`config.mk`:
```
export PLATFORM = sky130hd
export DESIGN_NAME = mips_hazard_unit
export DESIGN_NICKNAME = d
export VERILOG_FILES = /design/src/rtl/mips_pkg.sv /design/src/rtl/mips_hazard_unit_sat_counter.sv /design/src/rtl/mips_hazard_unit.sv
export SDC_FILE = /design/constraint.sdc
export NUM_CORES = 1
export LEC_CHECK = 0
export CAP_MARGIN = 40
export CELL_PAD_IN_SITES_DETAIL_PLACEMENT = 0
export CELL_PAD_IN_SITES_GLOBAL_PLACEMENT = 1
export CORE_MARGIN = 3
export CORE_UTILIZATION = 35
export DETAILED_ROUTE_END_ITERATION = 12
export GPL_TIMING_DRIVEN = 0
export PLACE_DENSITY_LB_ADDON = 0.1
export SETUP_SLACK_MARGIN = 0.3
export SLEW_MARGIN = 25
export SYNTH_ARGS = -nofsm -noshare
export SYNTH_HDL_FRONTEND = slang
export SYNTH_SLANG_ARGS = --single-unit
```
`constraint.sdc`:
```
create_clock -name clk_CPU -period 4.6 [get_ports clk_CPU]
set_input_delay 0.92 -clock clk_CPU [delete_from_list [all_inputs] [get_ports clk_CPU]]
set_output_delay 0.92 -clock clk_CPU [all_outputs]
set_load 0.1 [all_outputs]
```
`src/rtl/mips_pkg.sv`:
```
// Shared types and constants for the MIPS pipeline hazard controller.
package mips_pkg;

  typedef enum logic [1:0] {
    RUN      = 2'd0,
    LU_STALL = 2'd1,
    MEM_WAIT = 2'd2
  } hz_state_e;

  localparam logic [1:0] FWD_RF  = 2'b00;
  localparam logic [1:0] FWD_WB  = 2'b01;
  localparam logic [1:0] FWD_MEM = 2'b10;

  localparam int unsigned REG_ZERO = 0;

endpackage

```
`src/rtl/mips_hazard_unit_sat_counter.sv`:
```
// Event counter that sticks at all-ones instead of wrapping.
module sat_counter #(
  parameter int CNT_W = 16
) (
  input  logic             clk_i,
  input  logic             rst_i,
  input  logic             inc_i,
  output logic [CNT_W-1:0] count_o
);

  localparam logic [CNT_W-1:0] CNT_MAX = {CNT_W{1'b1}};

  logic [CNT_W-1:0] count_q;
  logic [CNT_W-1:0] count_d;

  // Next count: increment unless already saturated
  always_comb begin
    count_d = count_q;
    if (inc_i && (count_q != CNT_MAX)) begin
      count_d = count_q + CNT_W'(1);
    end else begin
      count_d = count_q;
    end
  end

  // Count register
  always_ff @(posedge clk_i or posedge rst_i) begin
    if (rst_i) begin
      count_q <= '0;
    end else begin
      count_q <= count_d;
    end
  end

  assign count_o = count_q;

endmodule

```
`src/rtl/mips_hazard_unit.sv`:
```
// Stall/flush/forwarding controller for the 5-stage MIPS pipeline.
// Control outputs are Mealy (state plus this cycle's pipeline status).
module mips_hazard_unit
  import mips_pkg::*;
#(
  parameter int REG_AW       = 5,
  parameter int LU_STALL_CYC = 1,
  parameter int MEM_TIMEOUT  = 16,
  parameter int CNT_W        = 16
) (
  input  logic              clk_CPU,
  input  logic              rst_CPU,
  input  logic [REG_AW-1:0] id_rs,
  input  logic [REG_AW-1:0] id_rt,
  input  logic              id_uses_rs,
  input  logic              id_uses_rt,
  input  logic [REG_AW-1:0] ex_rs,
  input  logic [REG_AW-1:0] ex_rt,
  input  logic [REG_AW-1:0] ex_rd,
  input  logic              ex_memread,
  input  logic [REG_AW-1:0] mem_rd,
  input  logic              mem_regwrite,
  input  logic [REG_AW-1:0] wb_rd,
  input  logic              wb_regwrite,
  input  logic              mem_req,
  input  logic              mem_ready,
  input  logic              redirect,
  output logic              pc_stall,
  output logic              if_id_stall,
  output logic              id_ex_bubble,
  output logic              ex_mem_stall,
  output logic              mem_wb_bubble,
  output logic              if_id_flush,
  output logic              id_ex_flush,
  output logic              ex_mem_flush,
  output logic [1:0]        fwd_a,
  output logic [1:0]        fwd_b,
  output logic              mem_err,
  output logic [CNT_W-1:0]  stall_cnt,
  output logic [CNT_W-1:0]  flush_cnt
);

  localparam int LU_W   = 3;
  localparam int WAIT_W = $clog2(MEM_TIMEOUT + 1);
  localparam logic [REG_AW-1:0] RZ      = REG_AW'(REG_ZERO);
  localparam logic [LU_W-1:0]   LU_LAST = LU_W'(LU_STALL_CYC - 1);
  localparam logic [WAIT_W-1:0] WAIT_TO = WAIT_W'(MEM_TIMEOUT);

  function automatic logic [1:0] fwd_sel(input logic [REG_AW-1:0] src,
                                         input logic [REG_AW-1:0] mrd, input logic mwr,
                                         input logic [REG_AW-1:0] wrd, input logic wwr);
    if (mwr && (mrd != RZ) && (mrd == src)) begin
      return FWD_MEM;
    end else if (wwr && (wrd != RZ) && (wrd == src)) begin
      return FWD_WB;
    end else begin
      return FWD_RF;
    end
  endfunction

  hz_state_e         state_q, state_d;
  logic [LU_W-1:0]   lu_cnt_q, lu_cnt_d;
  logic [WAIT_W-1:0] wait_cnt_q, wait_cnt_d;
  logic              mem_err_q, mem_err_d;
  logic              lu_haz_s, mem_wait_s;
  logic              do_mem_s, do_flush_s, do_bub_s;

  // Operand forwarding; MEM result is younger so it beats WB
  always_comb begin
    if (rst_CPU) begin
      fwd_a = FWD_RF;
      fwd_b = FWD_RF;
    end else begin
      fwd_a = fwd_sel(ex_rs, mem_rd, mem_regwrite, wb_rd, wb_regwrite);
      fwd_b = fwd_sel(ex_rt, mem_rd, mem_regwrite, wb_rd, wb_regwrite);
    end
  end

  // Hazard detection
  always_comb begin
    lu_haz_s   = ex_memread && (ex_rd != RZ) &&
                 ((id_uses_rs && (ex_rd == id_rs)) || (id_uses_rt && (ex_rd == id_rt)));
    mem_wait_s = mem_req && !mem_ready;
  end

  // Next state and actions; priority is memory wait, then redirect, then load-use
  always_comb begin
    state_d    = state_q;
    lu_cnt_d   = lu_cnt_q;
    wait_cnt_d = wait_cnt_q;
    mem_err_d  = mem_err_q;
    do_mem_s   = 1'b0;
    do_flush_s = 1'b0;
    do_bub_s   = 1'b0;
    if (rst_CPU) begin
      state_d = RUN;
    end else begin
      case (state_q)
        RUN: begin
          if (mem_wait_s) begin
            do_mem_s   = 1'b1;
            state_d    = MEM_WAIT;
            wait_cnt_d = WAIT_W'(1);
          end else if (redirect) begin
            do_flush_s = 1'b1;
          end else if (lu_haz_s) begin
            do_bub_s = 1'b1;
            if (LU_STALL_CYC > 1) begin
              state_d  = LU_STALL;
              lu_cnt_d = LU_W'(1);
            end else begin
              state_d = RUN;
            end
          end else begin
            state_d = RUN;
          end
        end
        LU_STALL: begin
          if (mem_wait_s) begin
            do_mem_s   = 1'b1;
            state_d    = MEM_WAIT;
            wait_cnt_d = WAIT_W'(1);
          end else if (redirect) begin
            do_flush_s = 1'b1;
            state_d    = RUN;
          end else begin
            do_bub_s = 1'b1;
            if (lu_cnt_q == LU_LAST) begin
              state_d = RUN;
            end else begin
              lu_cnt_d = lu_cnt_q + LU_W'(1);
            end
          end
        end
        MEM_WAIT: begin
          // Release cycle: the held access is done, so only redirect/load-use can act
          if (mem_ready || (wait_cnt_q == WAIT_TO)) begin
            state_d = RUN;
            if (!mem_ready) begin
              mem_err_d = 1'b1;
            end else begin
              mem_err_d = mem_err_q;
            end
            if (redirect) begin
              do_flush_s = 1'b1;
            end else if (lu_haz_s) begin
              do_bub_s = 1'b1;
              if (LU_STALL_CYC > 1) begin
                state_d  = LU_STALL;
                lu_cnt_d = LU_W'(1);
              end else begin
                state_d = RUN;
              end
            end else begin
              state_d = RUN;
            end
          end else begin
            do_mem_s   = 1'b1;
            wait_cnt_d = wait_cnt_q + WAIT_W'(1);
          end
        end
        default: begin
          state_d = RUN;
        end
      endcase
    end
  end

  // FSM state and sticky error
  always_ff @(posedge clk_CPU or posedge rst_CPU) begin
    if (rst_CPU) begin
      state_q    <= RUN;
      lu_cnt_q   <= '0;
      wait_cnt_q <= '0;
      mem_err_q  <= 1'b0;
    end else begin
      state_q    <= state_d;
      lu_cnt_q   <= lu_cnt_d;
      wait_cnt_q <= wait_cnt_d;
      mem_err_q  <= mem_err_d;
    end
  end

  assign pc_stall      = do_mem_s | do_bub_s;
  assign if_id_stall   = do_mem_s | do_bub_s;
  assign id_ex_bubble  = do_bub_s;
  assign ex_mem_stall  = do_mem_s;
  assign mem_wb_bubble = do_mem_s;
  assign if_id_flush   = do_flush_s;
  assign id_ex_flush   = do_flush_s;
  assign ex_mem_flush  = do_flush_s;
  assign mem_err       = mem_err_q;

  sat_counter #(.CNT_W(CNT_W)) u_stall_cnt (
    .clk_i   (clk_CPU),
    .rst_i   (rst_CPU),
    .inc_i   (pc_stall),
    .count_o (stall_cnt)
  );

  sat_counter #(.CNT_W(CNT_W)) u_flush_cnt (
    .clk_i   (clk_CPU),
    .rst_i   (rst_CPU),
    .inc_i   (if_id_flush),
    .count_o (flush_cnt)
  );

endmodule

```
==> results.md, run 1 <==
- Maximum clock insertion buffer count: 2
- Slew headroom: 66.6%
- Static leakage: 1.82 nW
- Worst min path class: reg2reg
- Hold path startpoint: mem_err
- Initial Util: 36.6%
- Port Buffers: 88
- Status: finished clean
- GP Congestion: 0.732
- Fin area: 0.00429 sq mm
- Vias/cell: 4.78
- CTS Sinks: 39
- TritonCTS clock tree: yes
- Fin Clk Skew: 0.00780 ns
- Tcrit/Tclk final: 92.2%
- FP Rows: 29
- First DRT Iteration DRCs: 91
- Io pins: 90
- Post-synth top flop: dfrtp_1
- DRT Wirelength: 6180 um
- R2r setup slk: 2.16 ns
- Critical Path End Type: output port
- Placement Setup Slack: 0.111 ns
- Post-DRT Antenna Nets: 0
- Depth of the most critical reg-to-reg path: 8
- Clock Latency Late Sink: 0.29 ns
- WP data arrival: 3.32 ns
- Flops & latches, synth: 39
- Critical path class: in2out
- RR Endpoint: u_flush_cnt.count_o[15]
- Max cap viols: 0
- Crit-path slowest cell: or4_1
- Clock transition at path regs: 0.08 ns
- Critical path launch point type: primary input
- Nets: 424
- Post-DP HPWL: 5010 um
- Die X: 88.2 um
- Area delta synth->final: 81.6%
- Mapped Avg Cell Area: 10.2 sq um
- Critical-path cell list: clkdlybuf4s50_1, or4_1, o21ai_2, nor3_1, nor4_4, clkdlybuf4s50_1, buf_8
- CP delay by family, top: buffers and inverters
- Worst Setup SP: mem_rd[1]
- Total track usage: 16.7%
- CP peak stage delay: 0.58 ns
- EDFF count, synth: 0
- Largest net degree at the start of global routing: 31
- Num CTS Buffers: 5
- RR Startpoint: wait_cnt_q[0]
- Peak VDD IR: 479 uV
- Worst path required time: 3.68 ns
- Max Fclk: 0.236 GHz
- Synth Net Count: 281
- Hold Vio Cnt, Final: 0
- Synth Cell Area: 0.00236 sq mm
- Tot Pwr: 1.64 mW
- Drt pass-1 iters: 4
- Hold Buf Count CTS: 0
- Total grt overflow: 0
- Synthesis warning total: 0
- Per-cell routed wire length: 13.6 um
- Max H-tree Level: 2
- Yosys cell types: 38
- Drt drc: 0
- Crit path max fanout: 4
- Pwr dens: 382 mW/mm^2
- Final Max Slew Viols: 0
- WP buf/inv: 3
- Register area share after synthesis: 41.3%
- Most frequent CP cell: clkdlybuf4s50_1
- Min Tclk post-route: 4.24 ns
- Worst-Margin Slew: 0.500 ns
- Hold Path End: mem_err
- First-pass GRT wire length: 10,500 um
- RSZ-0062 raised after global routing: true
- Die area: 0.00777 sq mm
- Fraction of layout instances using a drive strength above 1: 20.5%
- Antenna Cells: 0
- Placed Area: 0.00416 sq mm
- Vias in the first global route: 2,339
- CORE AREA: 0.00646 sq mm
- Initial antenna violation count: 0
- Fin worst setup slack: 0.358 ns
- Vias after detailed routing: 2,166
- Worst Hold Depth: 1
- Die Span Y: 88.2 um
- # setup viols final: 0
- CTS root buffer: clkbuf_8
- Post-Syn Instances: 232
- Asr flop ratio synth: 100%
[worst max path at each step]
| stage | end | slack (ns) | depth (start not counted) |
|---|---|---|---|
| 5_1_grt | fwd_a[0] | 0.23 | 7 |
| 2_1_floorplan | fwd_a[1] | -0.39 | 3 |
| 3_5_place_dp | fwd_b[0] | 0.11 | 7 |
| 3_3_place_gp | fwd_b[0] | -0.30 | 6 |
| 4_1_cts | fwd_b[0] | 0.32 | 7 |
| 6_report | fwd_a[0] | 0.36 | 7 |
[power breakdown]
part / switching (mW) / internal [mW] / total [mW] / leakage, nW
clock: 0.127 / 0.162 / 0.289 / 0.0581
sequential: 0.0753 / 0.401 / 0.476 / 0.510
combinational: 0.535 / 0.339 / 0.874 / 1.25
[cell type report]
type	instances	area, sq um
inverters	5	22.5
plain buffers	8	55.1
well taps	77	96.3
multi-input cells	180	1360
flip-flops and latches	39	976
fillers	528	2170
clock inverters	3	43.8
repair buffers	136	1670
clock buffers	5	68.8
[stage by stage]
| stage | util (%) | hold slack (ns) | setup TNS, ns | instances |
|---|---|---|---|---|
| 2_1_floorplan | - | 0.527 | -0.783 | 232 |
| 3_3_place_gp | 52.4 | 0.472 | -0.786 | 397 |
| 3_5_place_dp | 64.4 | 0.480 | 0 | 443 |
| 4_1_cts | 66.5 | 0.495 | 0 | 454 |
| 5_1_grt | 66.5 | 0.513 | 0 | 453 |
| 6_report | 66.5 | 0.496 | 0 | 453 |
[state kept, by name, indices dropped and copies added (netlist names)]
signal	flops
state_q	1
u_flush_cnt.count_o	16
mem_err	1
u_stall_cnt.count_o	16
wait_cnt_q	5
[layout by cell type (no fill, tap or decap), drive strengths merged, types with 4 or more instances in the layout]
cell           netlist  routed
and3                 6       6
and4                 4       4
buf                  6      55
clkbuf               2       7
clkdlybuf4s50        0      85
dfrtp               39      39
ha                   4       4
inv                  5       4
nand2               24      24
nand3                8       8
nand4               12      12
nor2                 9       9
nor3                11      11
nor4                11      11
or4                  5       5
xnor2               29      29
xor2                34      34
[logic make-up (layout without fill, tap and decap cells)]
| family | after synthesis | count (layout) | synth area share (%) |
|---|---|---|---|
| simple gates | 98 | 98 | 23.5 |
| xor+xnor | 63 | 63 | 23.3 |
| flops | 39 | 39 | 41.3 |
| compound gates | 13 | 13 | 5.77 |
| buf+inv | 13 | 157 | 3.07 |
| fa+ha+maj | 4 | 4 | 2.12 |
| mux | 2 | 2 | 0.953 |
[what timing repair did]
item                                    in CTS  in global routing
gates resized for setup                      2                  3
pin swaps                                    2                  0
setup buffers                                3                  0
endpoints found under the setup margin       4                  3
[layer usage]
layer | part of all wire, % | global-route usage [%] | up-vias
li1 | - | - | 1097
met5 | 0 | 0 | -
met2 | 53 | 29.0 | 48
met4 | 1.3 | 4.12 | 0
met3 | 3.4 | 3.10 | 9
met1 | 42 | 21.5 | 1012
[synth_stat cells, drive strengths merged (3+ instances only)]
master / count / area, sq um
dfrtp: 39 / 976
xor2: 34 / 298
xnor2: 29 / 254
nand2: 24 / 90.1
nand4: 12 / 75.1
nor3: 11 / 55.1
nor4: 11 / 75.1
nor2: 9 / 33.8
nand3: 8 / 40.0
and3: 6 / 37.5
buf: 6 / 46.3
inv: 5 / 18.8
or4: 5 / 37.5
and4: 4 / 35.0
ha: 4 / 50.1
a21boi: 3 / 37.5
o21ai: 3 / 15.0
No activity file was read; power rests on OpenSTA's default activity.
==> run 2: changes to the inputs <==
--- a/config.mk
+++ b/config.mk
@@ -12,6 +12,7 @@
 export CORE_UTILIZATION = 35
 export DETAILED_ROUTE_END_ITERATION = 12
 export GPL_TIMING_DRIVEN = 0
+export MAX_ROUTING_LAYER = met4
 export PLACE_DENSITY_LB_ADDON = 0.1
 export SETUP_SLACK_MARGIN = 0.3
 export SLEW_MARGIN = 25
==> run 2 against run 1 <==
Effect of this change: global-route usage increased by 0.54 points; critical path depth stayed put; design area unchanged; sequential cell count did not move; critical endpoint unchanged; power about the same; combinational power hardly changed; worst hold slack about the same.
==> results.md, run 2 (synthesized netlist as in run 1, its figures left out) <==
- Clock Latency Late Sink: 0.29 ns (about the same)
- Initial antenna violation count: 0 (unchanged)
- Placement Setup Slack: 0.111 ns (unchanged)
- # setup viols final: 0 (unchanged)
- First-pass GRT wire length: 10,500 um (about the same)
- CTS root buffer: clkbuf_8 (unchanged)
- Max Fclk: 0.236 GHz (unchanged)
- Antenna Cells: 0 (unchanged)
- Fraction of layout instances using a drive strength above 1: 20.5% (unchanged)
- Critical-path cell list: clkdlybuf4s50_1, or4_1, o21ai_2, nor3_1, nor4_4, clkdlybuf4s50_1, buf_8 (unchanged)
- Crit-path slowest cell: or4_1 (unchanged)
- Min Tclk post-route: 4.24 ns (unchanged)
- Worst min path class: reg2reg (unchanged)
- WP buf/inv: 3 (unchanged)
- Per-cell routed wire length: 13.6 um (about the same)
- GP Congestion: 0.741 (was 0.732)
- Port Buffers: 88 (unchanged)
- TritonCTS clock tree: yes (unchanged)
- Final std cells w/o fill: 453 (unchanged)
- Fin area: 0.00429 sq mm (unchanged)
- Total grt overflow: 0 (unchanged)
- Most frequent cells in the layout: clkdlybuf4s50_1, dfrtp_1, buf_8 (unchanged)
- Post-DRT Antenna Nets: 0 (unchanged)
- Worst-Margin Slew: 0.504 ns (was 0.500 ns)
- CP delay by family, top: buffers and inverters (unchanged)
- Clock transition at path regs: 0.08 ns (about the same)
- CTS Sinks: 39 (unchanged)
- Drt pass-1 iters: 4 (unchanged)
- Nets: 424 (unchanged)
- Hold Vio Cnt, Final: 0 (unchanged)
- Area delta synth->final: 81.6% (unchanged)
- Critical path launch point type: primary input (unchanged)
- Slew headroom: 66.4% (was 66.6%)
- Io pins: 90 (unchanged)
- Largest net degree at the start of global routing: 31 (unchanged)
- Tcrit/Tclk final: 92.2% (unchanged)
- Die Span Y: 88.2 um (unchanged)
- Final core occ: 66.5% (unchanged)
- Final Max Slew Viols: 0 (unchanged)
- WP data arrival: 3.32 ns (about the same)
- Post-DP HPWL: 5010 um (unchanged)
- Status: finished clean (unchanged)
- Die area: 0.00777 sq mm (unchanged)
- Placed Area: 0.00416 sq mm (unchanged)
- Total track usage: 17.3% (was 16.7%)
- DP Cell Count: 443 (unchanged)
- Vias in the first global route: 2,339 (unchanged)
- Critical Path End Type: output port (unchanged)
- Fin Clk Skew: 0.00781 ns (was 0.00780 ns)
- Peak VDD IR: 479 uV (about the same)
- Max H-tree Level: 2 (unchanged)
- Hold Buf Count CTS: 0 (unchanged)
- Worst path required time: 3.68 ns (about the same)
- Fin worst setup slack: 0.358 ns (unchanged)
- Setup TNS: 0 ns (unchanged)
- Vias after detailed routing: 2,169 (was 2,166)
- Min Hold Slack: 0.496 ns (about the same)
- Die X: 88.2 um (unchanged)
- RSZ-0062 raised after global routing: true (unchanged)
- CP peak stage delay: 0.58 ns (about the same)
- Initial Util: 36.6% (unchanged)
- Commonest non-fill, non-tap cell in the layout: clkdlybuf4s50_1 (unchanged)
- DRT Wirelength: 6180 um (about the same)
- CORE AREA: 0.00646 sq mm (unchanged)
- Drt drc: 0 (unchanged)
- Num CTS Buffers: 5 (unchanged)
- Critical path class: in2out (unchanged)
- Crit path max fanout: 4 (unchanged)
- Max cap viols: 0 (unchanged)
- Tot Pwr: 1.64 mW (about the same)
- Pwr dens: 382 mW/mm^2 (about the same)
- First DRT Iteration DRCs: 91 (unchanged)
- Maximum clock insertion buffer count: 2 (unchanged)
- Vias/cell: 4.79 (was 4.78)
- Static leakage: 1.82 nW (unchanged)
- FP Rows: 29 (unchanged)
- Most frequent CP cell: clkdlybuf4s50_1 (unchanged)
run 2: cell counts in the layout (fill, tap and decap cells not counted):
Identical to the previous run, type by type.
run 2: per-layer routing:
metal	wire, um	share of wire (%)	vias up	global-route usage, %
met3	206	3.3	9	2.92
met4	80	1.3	0	4.12
met5	0	0	-	-
met1	2620	42	1015	21.7
met2	3280	53	48	29.0
li1	-	-	1097	-
run 2: worst register-to-register path, cell delays in order, from the launching register on:
cell	delay, ns
dfrtp_1	0.42
inv_1	0.10
ha_1	0.20
nand4bb_4	0.16
a2111oi_4	0.53
a21boi_4	0.33
and2b_1	0.29
nand4_1	0.15
xnor2_1	0.16
run 2: area by class of cell:
cell class | instances | area (sq um)
Fill cell | 528 | 2170
Timing Repair Buffer | 136 | 1670
Multi-Input combinational cell | 180 | 1360
Sequential cell | 39 | 976
Tap cell | 77 | 96.3
Clock buffer | 5 | 68.8
Buffer | 8 | 55.1
Clock inverter | 3 | 43.8
Inverter | 5 | 22.5
run 2: timing repair:
action / in CTS / in global routing
pin swaps: 2 / 0
buffers inserted: 3 / 0
gates resized for setup: 2 / 3
setup endpoints to repair: 4 / 3
run 2: final timing paths:
| check | from | to | slack (ns) | depth (start not counted) |
|---|---|---|---|---|
| worst max-delay path | mem_rd[1] | fwd_a[0] | 0.36 | 7 |
| worst min-delay path | mem_err | mem_err | 0.50 | 1 |
| worst max register to register | wait_cnt_q[0] | u_flush_cnt.count_o[15] | 2.15 | 8 |
| worst min register to register | mem_err | mem_err | 0.50 | 1 |
| max in group asynchronous | rst_CPU | u_stall_cnt.count_o[11] | 3.50 | 3 |
| min in group asynchronous | rst_CPU | mem_err | 0.68 | 2 |
run 2: report_power, final:
| group | total [mW] | internal, mW | switching (mW) |
|---|---|---|---|
| Combinational | 0.874 | 0.339 | 0.535 |
| Clock | 0.289 | 0.162 | 0.128 |
| Sequential | 0.476 | 0.401 | 0.0755 |
